`src/rtl/seq_detect_ctrl.sv`:
```
// Programmable serial sequence detector: loads a pattern of 1..MAX_LEN bits,
// scans a qualified bit stream, flags matches Mealy-style and stops at a target count.
module seq_detect_ctrl #(
    parameter int MAX_LEN = 8,
    parameter int CNT_W   = 8,
    parameter int LEN_W   = $clog2(MAX_LEN) + 1
) (
    input  logic               clk,
    input  logic               clr,
    input  logic               cfg_we,
    input  logic [MAX_LEN-1:0] cfg_pattern,
    input  logic [LEN_W-1:0]   cfg_len,
    input  logic               cfg_overlap,
    input  logic [CNT_W-1:0]   cfg_target,
    input  logic               start,
    input  logic               abort,
    input  logic               in_valid,
    input  logic               in,
    output logic               busy,
    output logic               done,
    output logic               cfg_err,
    output logic               match,
    output logic [CNT_W-1:0]   match_count
);

    typedef enum logic [1:0] {
        ST_IDLE = 2'd0,
        ST_SCAN = 2'd1,
        ST_DONE = 2'd2
    } state_t;

    localparam logic [LEN_W-1:0]   LP_MAX_LEN  = LEN_W'(MAX_LEN);
    localparam logic [LEN_W-1:0]   LP_LEN_ONE  = LEN_W'(1);
    localparam logic [LEN_W-1:0]   LP_LEN_ZERO = {LEN_W{1'b0}};
    localparam logic [CNT_W-1:0]   LP_CNT_ZERO = {CNT_W{1'b0}};
    localparam logic [CNT_W-1:0]   LP_CNT_MAX  = {CNT_W{1'b1}};
    localparam logic [MAX_LEN-1:0] LP_PAT_ZERO = {MAX_LEN{1'b0}};

    // A length of zero or beyond the shift register cannot describe a pattern.
    function automatic logic len_illegal(input logic [LEN_W-1:0] len);
        return (len == LP_LEN_ZERO) || (len > LP_MAX_LEN);
    endfunction

    function automatic logic [MAX_LEN-1:0] len_mask(input logic [LEN_W-1:0] len);
        logic [MAX_LEN-1:0] m;
        for (int i = 0; i < MAX_LEN; i++) begin
            m[i] = (i < int'(len));
        end
        return m;
    endfunction

    function automatic logic [CNT_W-1:0] sat_inc(input logic [CNT_W-1:0] v);
        return (v == LP_CNT_MAX) ? v : v + CNT_W'(1);
    endfunction

    state_t             r_state;
    state_t             w_state_next;
    logic [MAX_LEN-1:0] r_pattern;
    logic [LEN_W-1:0]   r_len;
    logic               r_overlap;
    logic [CNT_W-1:0]   r_target;
    logic               r_cfg_err;
    logic [MAX_LEN-1:0] r_shreg;
    logic [LEN_W-1:0]   r_fill;
    logic [CNT_W-1:0]   r_count;
    logic               r_busy;
    logic               r_done;

    logic [MAX_LEN-1:0] w_shreg_next;
    logic [LEN_W-1:0]   w_fill_next;
    logic [MAX_LEN-1:0] w_mask;
    logic               w_scan_bit;
    logic               w_start_ok;
    logic               w_match;
    logic               w_final;
    logic               w_busy_next;
    logic               w_done_next;

    // State register with registered busy/done decodes of the next state.
    always_ff @(posedge clk or posedge clr) begin
        if (clr) begin
            r_state <= ST_IDLE;
            r_busy  <= 1'b0;
            r_done  <= 1'b0;
        end else begin
            r_state <= w_state_next;
            r_busy  <= w_busy_next;
            r_done  <= w_done_next;
        end
    end

    // Next-state logic; abort dominates, start needs the currently stored config to be legal.
    always_comb begin
        w_state_next = r_state;
        if (abort) begin
            w_state_next = ST_IDLE;
        end else begin
            case (r_state)
                ST_IDLE, ST_DONE: begin
                    if (start && !r_cfg_err) begin
                        w_state_next = ST_SCAN;
                    end else begin
                        w_state_next = r_state;
                    end
                end
                ST_SCAN: begin
                    if (w_match && w_final) begin
                        w_state_next = ST_DONE;
                    end else begin
                        w_state_next = ST_SCAN;
                    end
                end
                default: w_state_next = ST_IDLE;
            endcase
        end
    end

    // Output and scan-datapath decode, including the Mealy match flag.
    always_comb begin
        w_scan_bit   = (r_state == ST_SCAN) && in_valid && !abort;
        w_start_ok   = (r_state != ST_SCAN) && start && !r_cfg_err && !abort;
        w_shreg_next = {r_shreg[MAX_LEN-2:0], in};
        w_mask       = len_mask(r_len);
        if (r_fill >= r_len) begin
            w_fill_next = r_len;
        end else begin
            w_fill_next = r_fill + LP_LEN_ONE;
        end
        w_match = w_scan_bit && (w_fill_next == r_len)
                  && (((w_shreg_next ^ r_pattern) & w_mask) == LP_PAT_ZERO);
        w_final = (r_target != LP_CNT_ZERO)
                  && (({1'b0, r_count} + (CNT_W + 1)'(1)) == {1'b0, r_target});
        w_busy_next = (w_state_next == ST_SCAN);
        w_done_next = (w_state_next == ST_DONE);
    end

    // Configuration registers; writes are locked out while scanning.
    always_ff @(posedge clk or posedge clr) begin
        if (clr) begin
            r_pattern <= LP_PAT_ZERO;
            r_len     <= LP_LEN_ZERO;
            r_overlap <= 1'b0;
            r_target  <= LP_CNT_ZERO;
            r_cfg_err <= 1'b1;
        end else if (cfg_we && (r_state != ST_SCAN)) begin
            r_pattern <= cfg_pattern;
            r_len     <= cfg_len;
            r_overlap <= cfg_overlap;
            r_target  <= cfg_target;
            r_cfg_err <= len_illegal(cfg_len);
        end
    end

    // Shift history, fill level and saturating match counter.
    always_ff @(posedge clk or posedge clr) begin
        if (clr) begin
            r_shreg <= LP_PAT_ZERO;
            r_fill  <= LP_LEN_ZERO;
            r_count <= LP_CNT_ZERO;
        end else if (w_start_ok) begin
            r_shreg <= LP_PAT_ZERO;
            r_fill  <= LP_LEN_ZERO;
            r_count <= LP_CNT_ZERO;
        end else if (w_scan_bit) begin
            if (w_match) begin
                r_count <= sat_inc(r_count);
                // Without overlap the next match must be built from fresh bits only.
                if (r_overlap) begin
                    r_shreg <= w_shreg_next;
                    r_fill  <= w_fill_next;
                end else begin
                    r_shreg <= LP_PAT_ZERO;
                    r_fill  <= LP_LEN_ZERO;
                end
            end else begin
                r_shreg <= w_shreg_next;
                r_fill  <= w_fill_next;
            end
        end
    end

    assign busy        = r_busy;
    assign done        = r_done;
    assign cfg_err     = r_cfg_err;
    assign match       = w_match;
    assign match_count = r_count;

endmodule
```
`config.mk`:
```
export PLATFORM = sky130hd
export DESIGN_NAME = seq_detect_ctrl
export DESIGN_NICKNAME = d
export VERILOG_FILES = /design/src/rtl/seq_detect_ctrl.sv
export SDC_FILE = /design/constraint.sdc
export NUM_CORES = 1
export LEC_CHECK = 0
export ABC_CLOCK_PERIOD_IN_PS = 2100
export CAP_MARGIN = 20
export CELL_PAD_IN_SITES_DETAIL_PLACEMENT = 1
export CELL_PAD_IN_SITES_GLOBAL_PLACEMENT = 2
export CORE_MARGIN = 8
export CORE_UTILIZATION = 31
export DETAILED_ROUTE_END_ITERATION = 8
export PLACE_DENSITY = 0.75
export SLEW_MARGIN = 30
export SYNTH_ARGS = -nofsm -noshare
export SYNTH_HDL_FRONTEND = slang
export SYNTH_SLANG_ARGS = --single-unit
```
`constraint.sdc`:
```
create_clock -name clk -period 2.1 [get_ports clk]
set_input_delay 0.42 -clock clk [delete_from_list [all_inputs] [get_ports clk]]
set_output_delay 0.42 -clock clk [all_outputs]
set_load 0.005 [all_outputs]
```
# Yosys cells after proc, flatten, opt, wreduce, memory -nomap -nowiden
# Cells that the tools add are included.
# totals
regBits,45
output_inout_bits,12
elab_cells,74
# classes
add_sub_neg,3
order_cmp,10
n_eq_ne,9
muxes,17
bitwise,2
reduce_logical,22
# op_table
operator,n
$mux W8,4
$mux W7,4
$mux W4,5
$lt A3 B4 Y1 const A,4
$logic_and A1 B1 Y1,11
$add A8 B1 Y9 const B,1
$eq A9 B8 Y1,1
$add A8 B1 Y8 const B,1
$and A8 B8 Y8,1
$eq A8 B8 Y1 const B,1
$logic_not A8 Y1,1
$lt A1 B4 Y1 const A,2
$lt A2 B4 Y1 const A,2
$reduce_bool A8 Y1,1
$xor A8 B8 Y8,1
$mux W2,3
$add A4 B1 Y4 const B,1
$eq A2 B1 Y1 const B,2
$eq A2 B2 Y1 const B,2
$eq A4 B4 Y1,1
$ge A4 B4 Y1,1
$gt A4 B4 Y1 const B,1
$logic_not A4 Y1,1
$pmux W2 S2,1
other kinds (8),10

# Depth between registers and ports, before layout
# depth
ltp_word,10
depth_mapped,9
ltp_nobuf,8

# Worst setup path before layout
# OpenSTA, ideal clock, no wires.
# synth_path
kind,reg-to-reg
start,register r_len[2]
end,register r_fill[2]
setup_time_ns,0.124
arrival_ns,1.930
path_slack_ns,0.047
path_stages_with_launch,10
path_buffers,2
path_cell_list,dfrtp_1 -> buf_2 -> inv_1 -> ha_1 -> nand2_1 -> o21ai_2 -> o211ai_2 -> buf_6 -> o2111a_1 -> a211o_1
# synth_between
elab_chain_len,8
elab_cells_between_ends,19
# synth_lines
item,line,text
from (decl),59,logic [LEN_W-1:0] r_len;
from (signal assigned),147,r_len <= cfg_len;
$ge A4 B4 Y1,124,if (r_fill >= r_len) begin
$mux W4,124,
$eq A4 B4 Y1,129,w_match = w_scan_bit && (w_fill_next == r_len)
$logic_and A1 B1 Y1,129,
$logic_and A1 B1 Y1,130,&& (((w_shreg_next ^ r_pattern) & w_mask) == LP_PAT_ZERO);
$mux W4 (*),165,if (w_match) begin
$mux W4 (*),164,end else if (w_scan_bit) begin
$mux W4 (*),160,end else if (w_start_ok) begin
to (signal assigned),170,r_fill <= w_fill_next;
to (signal assigned),177,r_fill <= w_fill_next;
to (decl),64,logic [LEN_W-1:0] r_fill;
# Every way passes the cells marked *; elsewhere a longest branch is shown, timed or not. The select of a mux whose other input is x is not followed.
# A chain may end at the register's enable or synchronous reset.

# Worst setup path after layout
# layout_path
start,register r_fill[0]
end,output match
# layout_between
elab_chain_len,5
elab_cells_between_ends,6
# layout_lines
item,line,text
$add A4 B1 Y4 / $ge A4 B4 Y1 (equally long branches),"127, 124",
$mux W4 (*),124,
$eq A4 B4 Y1 (*),129,
$logic_and A1 B1 Y1 (*),129,
$logic_and A1 B1 Y1 (*),130,
to (decl),22,"output logic match,"
# Every way passes the cells marked *; elsewhere a longest branch is shown, timed or not.

==> results.cfg <==
[finish]
finish.net_count = 348
layout-drive-gt1-share = 0.3429
antennaDiodeCount = 0
final_area_mm2 = 0.003623
area_delta_synth_final_pct = 43.44
final_core_util = 0.4500

[route]
drt.antenna.violating_nets = 0
vias = 2050
wl_um = 6658
drc = 0
dr.pass1.iters = 4
via_per_inst = 4.881
drt-initial-drc-count = 37
wl_per_cell_um = 15.85

[power]
p_comb_frac = 0.334
p_per_area_mw_per_mm2 = 678.3
p_seq_frac = 0.440
power_leakage_nw = 1.499
switching_share = 0.3179
p_int_mw = 1.677
vdd_drop_max_mv = 0.2689
clockPowerShare = 0.226
p_switching_uw = 781.3

[grt]
antenna_found_initial = 0
first_global_vias = 2202
grt_use_total = 0.1220
grt_pass1_wl_um = 11230
grt_overflow = 0
grt_max_degree = 46

[yosys]
yosys-top-cells-area = dfrtp_1 (44%), mux2_2 (9.8%), xnor2_1 (5.2%)
avgSynthCellArea_um2 = 10.84
yosys_register_bits = 45
synth_top_area_frac = 0.4359
synth_nets = 267
synth_cell_type_count = 50
synth_top_area_cell = dfrtp_1
synth.cell_area_mm2 = 0.002526
netlist_instances = 233
synth_edf_count = 0
synthArstFlopShare = 1.000
yosysSeqAreaShare = 0.4463
synth_ff_type = dfrtp_1
yosys_warnings = 0

[critical_path]
path_class = reg -> out
reg2reg_from = r_fill[0]$_DFFE_PP0P_
cpPeakStageDelay_ps = 410
arrival_ps = 1870
crit_chain = buf_4 -> ha_4 -> xor2_1 -> nor4_2 -> o211ai_2 -> inv_1 -> buf_2
r2r_slack_ps = -170
critPathBufInv = 3
worst_path_max_delay_cell = dfrtp_1
cp-end-kind = output port
startpoint_type = flip-flop
path_delay_family = flip-flops
critical_path.max_fanout = 2
r2r_end = r_fill[3]$_DFFE_PP0P_
reg2regPathDepth = 9
cp_data_required_time_ps = 1680

[clocking]
cts_sinks = 45
insertion_delay_ps = 300
htree_levels = 2
cts_tree = done
cts_buffer_depth = 2
path_clk_slew_ps = 90
root_buffer = clkbuf_8
cts_buffers = 5

[timing]
finalSetupViolCount = 24
finalHoldViolCount = 0
finalWorstSetupSlack_ps = -193.4
tns_ps = -2043
holdWs_ps = 470.7
worstMarginPinSlew_ps = 363.8
relSlewSlack = 0.7568
grt_setup_unrepaired = yes
timing.fmax_mhz = 436.0
skew_ps = 13.04
fin_crit_sh = 1.092
period_needed_ps = 2293
slew_violations = 0

[worst_hold_path]
min_path_type = in -> async

[placement]
place_area_mm2 = 0.003304
io_buffers = 39
pre_cts_ws_ps = -474.1
dp_hpwl_um = 4966
place.gp.congestion = 0.7664

[floorplan]
start_util = 0.3138
fp.dieArea_mm2 = 0.01129
die_x_um = 106.3
num_io_pins = 40
die_height_um = 106.3
rows = 33
coreArea_mm2 = 0.008051

[job]
maxCapViolations = 0

[run_status]
violations = setup timing
run_status = finished with violations
how the worst max path moves through the flow:
stage,slack (ps),start,depth (start not counted),to
floorplan,50,r_len[2]$_DFFE_PP0P_,9,r_fill[2]$_DFFE_PP0P_
detailed placement,-470,abort,7,match
CTS,-210,r_fill[0]$_DFFE_PP0P_,7,match
finish,-190,r_fill[0]$_DFFE_PP0P_,7,match
global route,-290,r_len[0]$_DFFE_PP0P_,6,match
global placement,-460,abort,7,match
power by group through the flow:
| stage | clock [mW] | combinational, mW | sequential, mW |
|---|---|---|---|
| 2_1_floorplan | 0 | 0.419 | 1.06 |
| 3_3_place_gp | 0 | 0.658 | 1.09 |
| 3_5_place_dp | 0 | 0.677 | 1.10 |
| 4_1_cts | 0.586 | 0.759 | 1.08 |
| 5_1_grt | 0.613 | 0.901 | 1.10 |
| 6_report | 0.555 | 0.820 | 1.08 |
metrics by stage:
step	total power, mW	instances
3_3_place_gp	1.751	404
6_report	2.458	420
4_1_cts	2.423	415
3_5_place_dp	1.775	404
2_1_floorplan	1.478	233
5_1_grt	2.613	420
worst reg2reg max path, delay by kind of cell (launching register included):
kind,cells,cell delay (ps)
AO/OA/AOI/OAI,3,590
buffers and inverters,3,480
flip-flops,1,410
AND/OR/NAND/NOR,1,330
adder cells (fa/ha/maj),1,210
XOR/XNOR,1,150
layer usage:
metal	GRT usage	vias to the layer above	share of wire
li1	-	1002	-
met4	0.04422	0	0.014
met1	0.1643	1013	0.49
met3	0.02057	7	0.026
met5	0	-	0
met2	0.1926	28	0.47
synth_stat cells (all sizes together), types with 4 or more instances:
| cell type | n |
|---|---|
| a21oi | 5 |
| a22o | 9 |
| buf | 6 |
| clkbuf | 7 |
| dfrtp | 44 |
| ha | 6 |
| inv | 11 |
| mux2 | 22 |
| mux2i | 6 |
| nand2 | 17 |
| nand2b | 4 |
| nand3 | 5 |
| nand4 | 4 |
| nor2 | 8 |
| nor3 | 9 |
| nor4 | 6 |
| o21ai | 6 |
| xnor2 | 15 |
| xor2 | 7 |
cells in the final DEF (no fill, tap or decap), types with 3 or more instances in the layout:
| cell | count |
|---|---|
| clkdlybuf4s50_1 | 38 |
| inv_1 | 9 |
| nor4_4 | 3 |
| nand3_1 | 4 |
| a211o_1 | 3 |
| xor2_1 | 5 |
| a31oi_1 | 3 |
| clkbuf_8 | 5 |
| xnor2_1 | 13 |
| nand4_1 | 4 |
| buf_4 | 40 |
| buf_6 | 4 |
| nor2_1 | 7 |
| a21oi_1 | 3 |
| mux2i_1 | 6 |
| nand2b_1 | 3 |
| and2_1 | 3 |
| nand2_1 | 17 |
| dfrtp_1 | 43 |
| a22o_1 | 9 |
| mux2_2 | 22 |
| nor3_1 | 8 |
| ha_1 | 4 |
| buf_12 | 3 |
| o21ai_0 | 5 |
| clkinvlp_4 | 3 |
timing repair:
action | in CTS | in global routing
pin swaps | 7 | 6
endpoints found under the setup margin | 24 | 24
hold buffers | 0 | 0
buffers inserted | 3 | 5
resized for setup | 18 | 18
cells by family (layout without fill, tap and decap cells):
logic type / after synthesis / count (layout) / synth area share
flip-flops: 45 / 45 / 0.4463
AND/OR/NAND/NOR: 62 / 62 / 0.1372
AO/OA/AOI/OAI: 45 / 45 / 0.1382
multiplexers: 28 / 28 / 0.1218
adder cells (fa/ha/maj): 7 / 7 / 0.03368
XOR/XNOR: 22 / 22 / 0.07925
buffers and inverters: 24 / 106 / 0.04358
cell type report:
type / instances / area [um2]
Clock buffer: 5 / 68.82
Inverter: 11 / 43.79
Sequential cell: 45 / 1129
Clock inverter: 3 / 22.52
Fill cell: 893 / 4428
Multi-Input combinational cell: 164 / 1433
Tap cell: 105 / 131.4
Timing Repair Buffer: 87 / 795.8
sequential cells by signal (all words and copies together), names as in the netlist:
signal       cells
match_count      8
r_pattern        8
r_target         8
r_shreg          7
r_fill           4
r_len            4
r_state          2
busy             1
cfg_err          1
done             1
r_overlap        1
(Power assumes the default switching activity.)
